## config.mk

```make
export PLATFORM = sky130hd
export DESIGN_NAME = mem_arbiter
export DESIGN_NICKNAME = d
export VERILOG_FILES = /design/src/rtl/mem_arb_pkg.sv /design/src/rtl/mem_rr_pick.sv /design/src/rtl/mem_arbiter.sv
export SDC_FILE = /design/constraint.sdc
export NUM_CORES = 1
export LEC_CHECK = 0
export CORE_MARGIN = 5
export CORE_UTILIZATION = 45
export DETAILED_ROUTE_END_ITERATION = 8
export PLACE_DENSITY_LB_ADDON = 0.08
export SYNTH_ARGS = -nofsm -noshare
export SYNTH_HDL_FRONTEND = slang
export SYNTH_SLANG_ARGS = --single-unit
```

## constraint.sdc

```tcl
create_clock -name clk -period 6.6 [get_ports clk]
set_clock_uncertainty 0.05 [all_clocks]
set_input_delay 0.66 -clock clk [delete_from_list [all_inputs] [get_ports clk]]
set_output_delay 0.66 -clock clk [all_outputs]
set_load 0.03 [all_outputs]
```

## src/rtl/mem_arb_pkg.sv

```systemverilog
// Shared definitions for the main-memory arbiter: requester indices, FSM
// states and round-robin helpers.
package mem_arb_pkg;

  localparam int unsigned NUM_REQ = 3;

  localparam logic [1:0] REQ_FETCH = 2'd0;
  localparam logic [1:0] REQ_DATA  = 2'd1;
  localparam logic [1:0] REQ_DMA   = 2'd2;

  typedef enum logic [1:0] {
    IDLE   = 2'd0,
    ACCESS = 2'd1,
    WAIT   = 2'd2,
    RESP   = 2'd3
  } arb_state_e;

  // Successor of a requester index in the 0 -> 1 -> 2 -> 0 rotation.
  function automatic logic [1:0] rr_next(input logic [1:0] idx);
    return (idx >= 2'd2) ? 2'd0 : 2'(idx + 2'd1);
  endfunction

  function automatic logic [2:0] onehot3(input logic [1:0] idx);
    return 3'b001 << idx;
  endfunction

endpackage

```

## src/rtl/mem_rr_pick.sv

```systemverilog
// Combinational 3-way round-robin picker; search starts at ptr and wraps.
module mem_rr_pick
  import mem_arb_pkg::*;
(
  input  logic [2:0] req,
  input  logic [1:0] ptr,
  output logic [2:0] gnt,
  output logic [1:0] index
);

  logic [1:0] cand0;
  logic [1:0] cand1;
  logic [1:0] cand2;

  always_comb begin
    // An out-of-range pointer behaves like pointer 0.
    cand0 = (ptr > 2'd2) ? 2'd0 : ptr;
    cand1 = rr_next(cand0);
    cand2 = rr_next(cand1);
    gnt   = '0;
    index = '0;
    if (req[cand0]) begin
      index = cand0;
    end else if (req[cand1]) begin
      index = cand1;
    end else if (req[cand2]) begin
      index = cand2;
    end
    if (req != '0) begin
      gnt = onehot3(index);
    end
  end

endmodule

```

## src/rtl/mem_arbiter.sv

```systemverilog
// Single-port main-memory arbiter for fetch, control-unit data and DMA
// requesters: round-robin grant, bounded lock for RMW, fixed read latency.
module mem_arbiter
  import mem_arb_pkg::*;
#(
  parameter int unsigned ADDR_WIDTH = 12,
  parameter int unsigned DWIDTH     = 16,
  parameter int unsigned RD_LAT     = 1,
  parameter int unsigned MAX_LOCK   = 4
) (
  input  logic                    clk,
  input  logic                    reset_n,
  input  logic [2:0]              i_req,
  input  logic [2:0]              i_we,
  input  logic [2:0]              i_lock,
  input  logic [3*ADDR_WIDTH-1:0] i_addr,
  input  logic [3*DWIDTH-1:0]     i_wdata,
  output logic [2:0]              o_gnt,
  output logic [2:0]              o_ack,
  output logic [DWIDTH-1:0]       o_rdata,
  output logic [ADDR_WIDTH-1:0]   o_mem_addr,
  output logic                    o_mem_we,
  output logic                    o_mem_ce,
  output logic [DWIDTH-1:0]       o_mem_wdata,
  input  logic [DWIDTH-1:0]       i_mem_rdata,
  output logic                    o_busy
);

  localparam int unsigned WAIT_W = 2;
  localparam int unsigned LOCK_W = (MAX_LOCK > 1) ? $clog2(MAX_LOCK) : 1;

  arb_state_e        state;
  arb_state_e        state_n;
  logic [1:0]        rr_ptr;
  logic [1:0]        rr_ptr_n;
  logic [LOCK_W-1:0] lock_cnt;
  logic [LOCK_W-1:0] lock_cnt_n;
  logic [WAIT_W-1:0] wait_cnt;
  logic [WAIT_W-1:0] wait_cnt_n;
  logic [1:0]        owner;
  logic [1:0]        owner_n;
  logic              cur_we;
  logic              cur_we_n;

  logic [2:0]            gnt_n;
  logic [2:0]            ack_n;
  logic [DWIDTH-1:0]     rdata_n;
  logic [ADDR_WIDTH-1:0] mem_addr_n;
  logic                  mem_we_n;
  logic                  mem_ce_n;
  logic [DWIDTH-1:0]     mem_wdata_n;
  logic                  busy_n;

  logic [2:0] pick_gnt;
  logic [1:0] pick_index;

  logic [ADDR_WIDTH-1:0] addr_arr  [NUM_REQ];
  logic [DWIDTH-1:0]     wdata_arr [NUM_REQ];
  logic [1:0]            cap_idx;

  mem_rr_pick u_pick (
    .req   (i_req),
    .ptr   (rr_ptr),
    .gnt   (pick_gnt),
    .index (pick_index)
  );

  // Unpack the per-requester address and write-data buses.
  always_comb begin
    for (int n = 0; n < int'(NUM_REQ); n++) begin
      addr_arr[n]  = i_addr[n*ADDR_WIDTH +: ADDR_WIDTH];
      wdata_arr[n] = i_wdata[n*DWIDTH +: DWIDTH];
    end
  end

  // New winner from IDLE, otherwise the current owner continuing a lock.
  assign cap_idx = (state == IDLE) ? pick_index : owner;

  // Next-state and next-output logic.
  always_comb begin
    state_n     = state;
    rr_ptr_n    = rr_ptr;
    lock_cnt_n  = lock_cnt;
    wait_cnt_n  = wait_cnt;
    owner_n     = owner;
    cur_we_n    = cur_we;
    gnt_n       = o_gnt;
    ack_n       = '0;
    rdata_n     = o_rdata;
    mem_addr_n  = o_mem_addr;
    mem_we_n    = 1'b0;
    mem_ce_n    = 1'b0;
    mem_wdata_n = o_mem_wdata;

    case (state)
      IDLE: begin
        if (i_req != '0) begin
          owner_n     = pick_index;
          gnt_n       = pick_gnt;
          mem_addr_n  = addr_arr[cap_idx];
          mem_wdata_n = wdata_arr[cap_idx];
          mem_we_n    = i_we[cap_idx];
          cur_we_n    = i_we[cap_idx];
          mem_ce_n    = 1'b1;
          state_n     = ACCESS;
        end
      end
      ACCESS: begin
        wait_cnt_n = '0;
        if (cur_we) begin
          ack_n   = o_gnt;
          state_n = RESP;
        end else begin
          state_n = WAIT;
        end
      end
      WAIT: begin
        if (wait_cnt == WAIT_W'(RD_LAT - 1)) begin
          rdata_n = i_mem_rdata;
          ack_n   = o_gnt;
          state_n = RESP;
        end else begin
          wait_cnt_n = wait_cnt + WAIT_W'(1);
        end
      end
      RESP: begin
        // Locked continuation keeps the grant but is capped at MAX_LOCK accesses.
        if (i_lock[owner] && i_req[owner] && (lock_cnt < LOCK_W'(MAX_LOCK - 1))) begin
          mem_addr_n  = addr_arr[cap_idx];
          mem_wdata_n = wdata_arr[cap_idx];
          mem_we_n    = i_we[cap_idx];
          cur_we_n    = i_we[cap_idx];
          mem_ce_n    = 1'b1;
          lock_cnt_n  = lock_cnt + LOCK_W'(1);
          state_n     = ACCESS;
        end else begin
          gnt_n      = '0;
          rr_ptr_n   = rr_next(owner);
          lock_cnt_n = '0;
          state_n    = IDLE;
        end
      end
      default: begin
        state_n = IDLE;
      end
    endcase

    busy_n = (state_n != IDLE);
  end

  // State and registered outputs.
  always_ff @(posedge clk) begin
    if (!reset_n) begin
      state       <= IDLE;
      rr_ptr      <= '0;
      lock_cnt    <= '0;
      wait_cnt    <= '0;
      owner       <= '0;
      cur_we      <= 1'b0;
      o_gnt       <= '0;
      o_ack       <= '0;
      o_rdata     <= '0;
      o_mem_addr  <= '0;
      o_mem_we    <= 1'b0;
      o_mem_ce    <= 1'b0;
      o_mem_wdata <= '0;
      o_busy      <= 1'b0;
    end else begin
      state       <= state_n;
      rr_ptr      <= rr_ptr_n;
      lock_cnt    <= lock_cnt_n;
      wait_cnt    <= wait_cnt_n;
      owner       <= owner_n;
      cur_we      <= cur_we_n;
      o_gnt       <= gnt_n;
      o_ack       <= ack_n;
      o_rdata     <= rdata_n;
      o_mem_addr  <= mem_addr_n;
      o_mem_we    <= mem_we_n;
      o_mem_ce    <= mem_ce_n;
      o_mem_wdata <= mem_wdata_n;
      o_busy      <= busy_n;
    end
  end

endmodule

```

==> impl_metrics.tcl, run 1 <==
set metrics [dict create \
    vias_per_cell 5.38 \
    hold_viol_final 0 \
    core_area_mm2 0.00777 \
    grt_pass1_vias 3714 \
    yosys.cell_types.count 51 \
    overflow 0 \
    clk_pin_slew_ns 0.07 \
    critPathCaptureType "flip-flop" \
    cp_max_fo 34 \
    path_class "in -> reg" \
    timing.rr.end "o_mem_addr[7]$_SDFFE_PN0P_" \
    p_leak_nw 1.92 \
    ir_worst_vdd_mv 0.197 \
    synth_top_family_by_area "compound AO/OA/AOI/OAI gates" \
    cap_violations 0 \
    placementRows 32 \
    max_freq_mhz 322 \
    grt_first_pass_wirelength_mm 17.3 \
    yosysWarnings 0 \
    worstSkewPairLatency_ns 0.34 \
    fin_nets 705 \
    holdCritPathClass "reg -> reg" \
    cp_slowest_cell "clkdlybuf4s50_1" \
    grt_max_degree 59 \
    syn_to_final_growth_pct 50.7 \
    synth_adder_area_share_pct 3.48 \
    rsz0062_at_grt "false" \
    fin_setup_tns_ns 0 \
    synth_edf_count 0 \
    yosys.area_share.simple_pct 20.4 \
    ctsHoldBuffers 0 \
    reg2reg_from "rr_ptr[0]$_SDFFE_PN0P_" \
    drive_above_1_share_pct 7.13 \
    cts_made_buffers 9 \
    cts_tree "done" \
    remaining_drc_errors 0 \
    first_pass_iters 4 \
    drv_slew 0 \
    clk_path_buf_depth 2 \
    synth-seq-cells 64 \
    initial_core_util_pct 46.3 \
    cts_root_buf "clkbuf_8" \
    critPathLaunch "i_req[2]" \
    routed_wl_mm 10.7 \
    avgSynthCellArea_um2 8.20 \
    synth_nets 559 \
    critical_path_depth 8 \
    dieArea_mm2 0.00987 \
    numClockSinks 64 \
    dp.cells 675 \
    synth_xor_area_share_pct 0 \
    endpoint "o_mem_addr[7]$_SDFFE_PN0P_" \
    n_antenna_cell 0 \
    yosysSeqAreaShare_pct 35.7 \
    grtUsageTotal_pct 21.4 \
    worst_pin_slew_ns 0.657 \
    place_congestion 0.869 \
    dp_hpwl_mm 7.78 \
    synth_compound_area_share_pct 30.8 \
    vias 3720 \
    min_period_over_period_pct 47.1 \
    cp.required_ns 6.81 \
    cts-htree-levels 3 \
    cts_resized 0 \
    worst-path-buf-inv 2 \
    crit_family "buffers and inverters" \
    worst_ep_arrival_time_ns 3.32 \
    wl_per_cell_um 15.5 \
    rr_worst_depth 9 \
    cp-start-kind "input pin" \
    maxSlewHeadroom_pct 56.2 \
    synth_ff_type "dfxtp_1" \
    syn-cell-area_mm2 0.00359 \
    die_h_um 99.4 \
    syn_inst 438 \
    reg2reg_slack_ns 3.74 \
    antenna_found_initial 0 \
    setup_viol 0 \
    numPortBuffers 163 \
    dieWidth_um 99.4 \
    cpPeakStageDelay_ns 0.68 \
    io_pins 164 \
    p_per_area_mw_per_mm2 404 \
    synth.area.mux_share_pct 1.78 \
    path_cells "clkdlybuf4s50_1, and3b_1, nand2_1, a31oi_4, buf_4, o21a_1, o21ai_2, a31oi_1" \
    ant_nets 0 \
    status "finished clean" \
    postSynth.asyncResetShare_pct 0 \
    fin_crit_ns 3.11 \
    drtIter0Drc 140 \
    cts_setup_buffers 0 \
    final_cells 691 \
]
[layer usage]
layer	global-route usage (%)	wire length (um)	part of all wire [%]
met5	0	0	0
met1	25.0	4240	40
met4	9.56	281	2.6
met3	6.94	950	8.9
met2	35.7	5240	49
[worst reg2reg max path, cell delays in order (launching register included)]
cell	delay, ns
dfxtp_1	0.34
inv_1	0.09
ha_1	0.34
and3b_1	0.33
nand2_1	0.12
a31oi_4	0.58
buf_4	0.46
o21a_1	0.22
o21ai_2	0.06
a31oi_1	0.19
[through the flow]
stage | setup WS, ns | instance area, um2 | util [%] | power [mW] | hold slack, ns
final | 3.49 | 5420 | 69.7 | 2.19 | 0.413
after global routing | 3.33 | 5420 | 69.7 | 2.35 | 0.441
after CTS | 3.52 | 5420 | 69.7 | 2.20 | 0.417
after detailed placement | 3.15 | 5210 | 67.1 | 1.85 | 0.407
after global placement | 3.27 | 5210 | 67.1 | 1.82 | 0.399
after floorplan | 4.36 | 3590 | - | 1.47 | 0.427
[how the worst min path moves through the flow]
stage | slack (ns) | startpoint | end | cells after the start
finish | 0.41 | o_rdata[14]$_SDFFE_PN0P_ | o_rdata[14]$_SDFFE_PN0P_ | 2
detailed placement | 0.41 | o_rdata[1]$_SDFFE_PN0P_ | o_rdata[1]$_SDFFE_PN0P_ | 2
CTS | 0.42 | o_rdata[14]$_SDFFE_PN0P_ | o_rdata[14]$_SDFFE_PN0P_ | 2
global placement | 0.40 | o_rdata[14]$_SDFFE_PN0P_ | o_rdata[14]$_SDFFE_PN0P_ | 2
global route | 0.44 | o_rdata[14]$_SDFFE_PN0P_ | o_rdata[14]$_SDFFE_PN0P_ | 2
floorplan | 0.43 | wait_cnt[1]$_SDFFE_PN0P_ | wait_cnt[1]$_SDFFE_PN0P_ | 2
[Yosys cell counts, types with 2 or more instances]
| cell | number | share of area, % |
|---|---|---|
| nand3b_1 | 3 | 0.63 |
| o21ai_1 | 19 | 2.6 |
| ha_1 | 10 | 3.5 |
| o21a_1 | 30 | 6.3 |
| dfxtp_1 | 64 | 36 |
| a21oi_1 | 10 | 1.4 |
| nand2_1 | 75 | 7.8 |
| buf_6 | 6 | 1.9 |
| buf_2 | 8 | 1.1 |
| and2_1 | 6 | 1.0 |
| a22oi_1 | 3 | 0.63 |
| nand3_1 | 2 | 0.28 |
| a21boi_0 | 15 | 3.1 |
| buf_4 | 4 | 0.84 |
| nor3_1 | 4 | 0.56 |
| o21ai_2 | 10 | 2.4 |
| inv_1 | 14 | 1.5 |
| nor3b_1 | 29 | 6.1 |
| a31oi_1 | 30 | 5.2 |
| mux2i_1 | 3 | 0.84 |
| and3_1 | 2 | 0.35 |
| clkbuf_1 | 15 | 1.6 |
| nor2b_1 | 4 | 0.70 |
| a32oi_1 | 2 | 0.49 |
| nor2_1 | 12 | 1.3 |
| o21ai_0 | 32 | 4.5 |
| and3b_1 | 2 | 0.49 |
[placed cells by master, fill, tap and decap left out, types with 2 or more instances in the layout]
cell	n
and3b_1	2
nand3b_1	3
nand2_1	75
mux2i_1	3
clkinvlp_4	2
clkdlybuf4s50_1	163
o21ai_0	32
clkinv_2	2
nor3_1	4
nor2b_1	4
and2_1	6
dfxtp_1	64
nand3_1	2
clkbuf_8	11
and3_1	2
a21oi_1	9
o21ai_2	10
nor2_1	12
inv_1	14
a21boi_0	15
a22oi_1	3
o21ai_1	19
buf_4	7
o21a_1	30
a31oi_1	29
nor3b_1	29
a32oi_1	2
ha_1	10
[power by group]
part	switching (mW)	internal [mW]
Combinational	0.764	0.517
Clock	0.154	0.194
Sequential	0.0580	0.503
Total	0.976	1.21
[kinds of logic (layout without fill, tap and decap cells)]
kind of cell / Yosys count / in the layout
flops: 64 / 64
simple gates: 145 / 145
compound gates: 165 / 165
mux: 5 / 5
buf+inv: 49 / 200
fa+ha+maj: 10 / 10
[cell type report]
| class | instances | area [um2] |
|---|---|---|
| clock buffers | 11 | 151 |
| clock inverters | 5 | 55.1 |
| repair buffers | 170 | 1680 |
| well taps | 102 | 128 |
| multi-input cells | 325 | 2060 |
| flip-flops and latches | 64 | 1280 |
| fillers | 626 | 2350 |
| inverters | 14 | 52.6 |
[state kept, by name (all words and copies together) (netlist names)]
name	flops
state	2
rr_ptr	2
o_mem_we	1
cur_we	1
o_ack	3
o_mem_addr	12
o_mem_wdata	16
o_rdata	16
o_gnt	3
o_mem_ce	1
lock_cnt	2
wait_cnt	2
o_busy	1
owner	2
(Power assumes the default switching activity.)
==> run 2: changes to the inputs <==
CORE_UTILIZATION = 42   (was 45)
clock period = 3.05 ns   (was 6.6 ns; I/O delays follow)
==> run 2 against run 1 <==
Combinational power increased by 120%. Largest cell class unchanged. Register-to-register slack worse by 3.2 ns. First-iteration DRC count decreased by 29%. Via count fell by 1.3%. Highest routed layer unchanged. Non-clock buffer count increased by 4. Final area is 1.1% higher. Largest power group unchanged. Critical path type is now reg -> reg. Total power up 120%. Clock power grew 110%. Critical path depth up 1. Setup slack got worse by 3.0 ns.
==> impl_metrics.tcl, run 2 (synthesis results as in run 1) <==
set metrics [dict create \
    status "finished clean" \
    worst_pin_slew_ns 0.594 \
    rsz0062_at_grt "false" \
    hold_viol_final 0 \
    final_cells 698 \
    clk_path_buf_depth 2 \
    fin_setup_tns_ns 0 \
    drv_slew 0 \
    p_sw_share_pct 43.9 \
    fill_cells 713 \
    place_congestion 0.884 \
    min_period_over_period_pct 83.8 \
    pwr-share-seq_pct 25.4 \
    grt_pass1_vias 3716 \
    setup_viol 0 \
    dp_hpwl_mm 8.14 \
    worstSkewPairLatency_ns 0.32 \
    final_common_cell "clkdlybuf4s50_1" \
    antenna_found_initial 0 \
    p_per_area_mw_per_mm2 878 \
    dieArea_mm2 0.0105 \
    final_cell_mix "163 x clkdlybuf4s50_1, 75 x nand2_1, 64 x dfxtp_1" \
    core_area_mm2 0.00826 \
    ctsHoldBuffers 0 \
    worst_ep_arrival_time_ns 2.70 \
    holdCritPathClass "reg -> reg" \
    dp.cells 682 \
    multiInputGateArea_mm2 0.00206 \
    fin_nets 709 \
    seq_area_mm2 0.00128 \
    fin_crit_ns 2.56 \
    syn_to_final_growth_pct 52.4 \
    power_switching_mw 2.11 \
    cts_made_buffers 9 \
    ir_worst_vdd_mv 0.572 \
    numClockSinks 64 \
    cts_setup_buffers 0 \
    overflow 0 \
    grt_first_pass_wirelength_mm 16.9 \
    first_pass_iters 4 \
    top_regs "o_mem_wdata: 16 flops, o_rdata: 16 flops, o_mem_addr: 12 flops" \
    dieWidth_um 102 \
    maxSlewHeadroom_pct 60.4 \
    cp-start-kind "flip-flop" \
    n_antenna_cell 0 \
    vias_per_cell 5.26 \
    p_comb_share_pct 59.1 \
    cts_root_buf "clkbuf_8" \
    grtUsageTotal_pct 20.0 \
    cts_resized 0 \
    reg2reg_slack_ns 0.49 \
    numPortBuffers 163 \
    cp.required_ns 3.19 \
    clk_pin_slew_ns 0.07 \
    max_freq_mhz 391 \
    remaining_drc_errors 0 \
    wl_per_cell_um 15.2 \
    initial_core_util_pct 43.5 \
    clkPwrFrac_pct 15.6 \
    cp_max_fo 58 \
    die_h_um 102 \
    placementRows 33 \
    critPathCaptureType "flip-flop" \
    cts_tree "done" \
    routed_wl_mm 10.6 \
    p_leak_nw 1.95 \
    io_pins 164 \
    drtIter0Drc 100 \
    vias 3671 \
    grt_max_degree 59 \
    ant_nets 0 \
    drive_above_1_share_pct 7.76 \
    power.internal_mw 2.70 \
    cts-htree-levels 3 \
    path_class "reg -> reg" \
    cap_violations 0 \
]
-- run 2: cell types whose count changed in the layout (fill, tap and decap cells not counted), sizes merged --
cell,delta
buf,+4
-- run 2: critical path: stages (launching register included) --
cell and delay [ns]:
dfxtp_1 0.35, inv_1 0.09, ha_1 0.36, mux2i_4 0.31, nand4_2 0.17, a2111oi_4 0.38
buf_12 0.28, nor3b_1 0.09, o21ai_1 0.20, a31oi_1 0.11
-- run 2: area by class of cell --
type | count | area share [%]
tap | 105 | 2.40
sequential | 64 | 23.4
multi-input combinational | 325 | 37.7
inverter | 14 | 0.960
clock inverter | 5 | 1.01
clock buffer | 11 | 2.77
timing repair buffer | 174 | 31.8
-- run 2: routing by layer --
layer / global-route usage, % / part of all wire, %
met5: 0 / 0
met4: 6.36 / 1.4
met3: 6.43 / 9.3
met2: 33.6 / 48
met1: 24.3 / 42
-- run 2: through the flow --
step / power, mW / setup slack (ns) / cell area, um2 / hold slack [ns] / utilization (%)
after global routing: 5.16 / 0.330 / 5480 / 0.435 / 66.3
after floorplan: 3.18 / 0.814 / 3590 / 0.391 / -
after global placement: 4.03 / 0.515 / 5270 / 0.400 / 63.8
final: 4.81 / 0.493 / 5480 / 0.416 / 66.3
after CTS: 4.84 / 0.490 / 5480 / 0.419 / 66.3
after detailed placement: 4.08 / 0.464 / 5270 / 0.408 / 63.8
-- run 2: path summary, 6_finish.rpt --
| kind | from | to | cells after the start |
|---|---|---|---|
| hold / removal | o_rdata[3]$_SDFFE_PN0P_ | o_rdata[3]$_SDFFE_PN0P_ | 2 |
| setup reg to reg | rr_ptr[1]$_SDFFE_PN0P_ | cur_we$_SDFFE_PN0P_ | 9 |
| hold reg to reg | o_rdata[3]$_SDFFE_PN0P_ | o_rdata[3]$_SDFFE_PN0P_ | 2 |
| setup / recovery | rr_ptr[1]$_SDFFE_PN0P_ | cur_we$_SDFFE_PN0P_ | 9 |
-- run 2: power groups by stage --
stage	clock network, mW	logic [mW]	registers (mW)
after floorplan	0	1.54	1.63
after global placement	0	2.80	1.23
after detailed placement	0	2.85	1.23
after CTS	0.757	2.86	1.22
after global routing	0.801	3.11	1.25
final	0.748	2.84	1.22
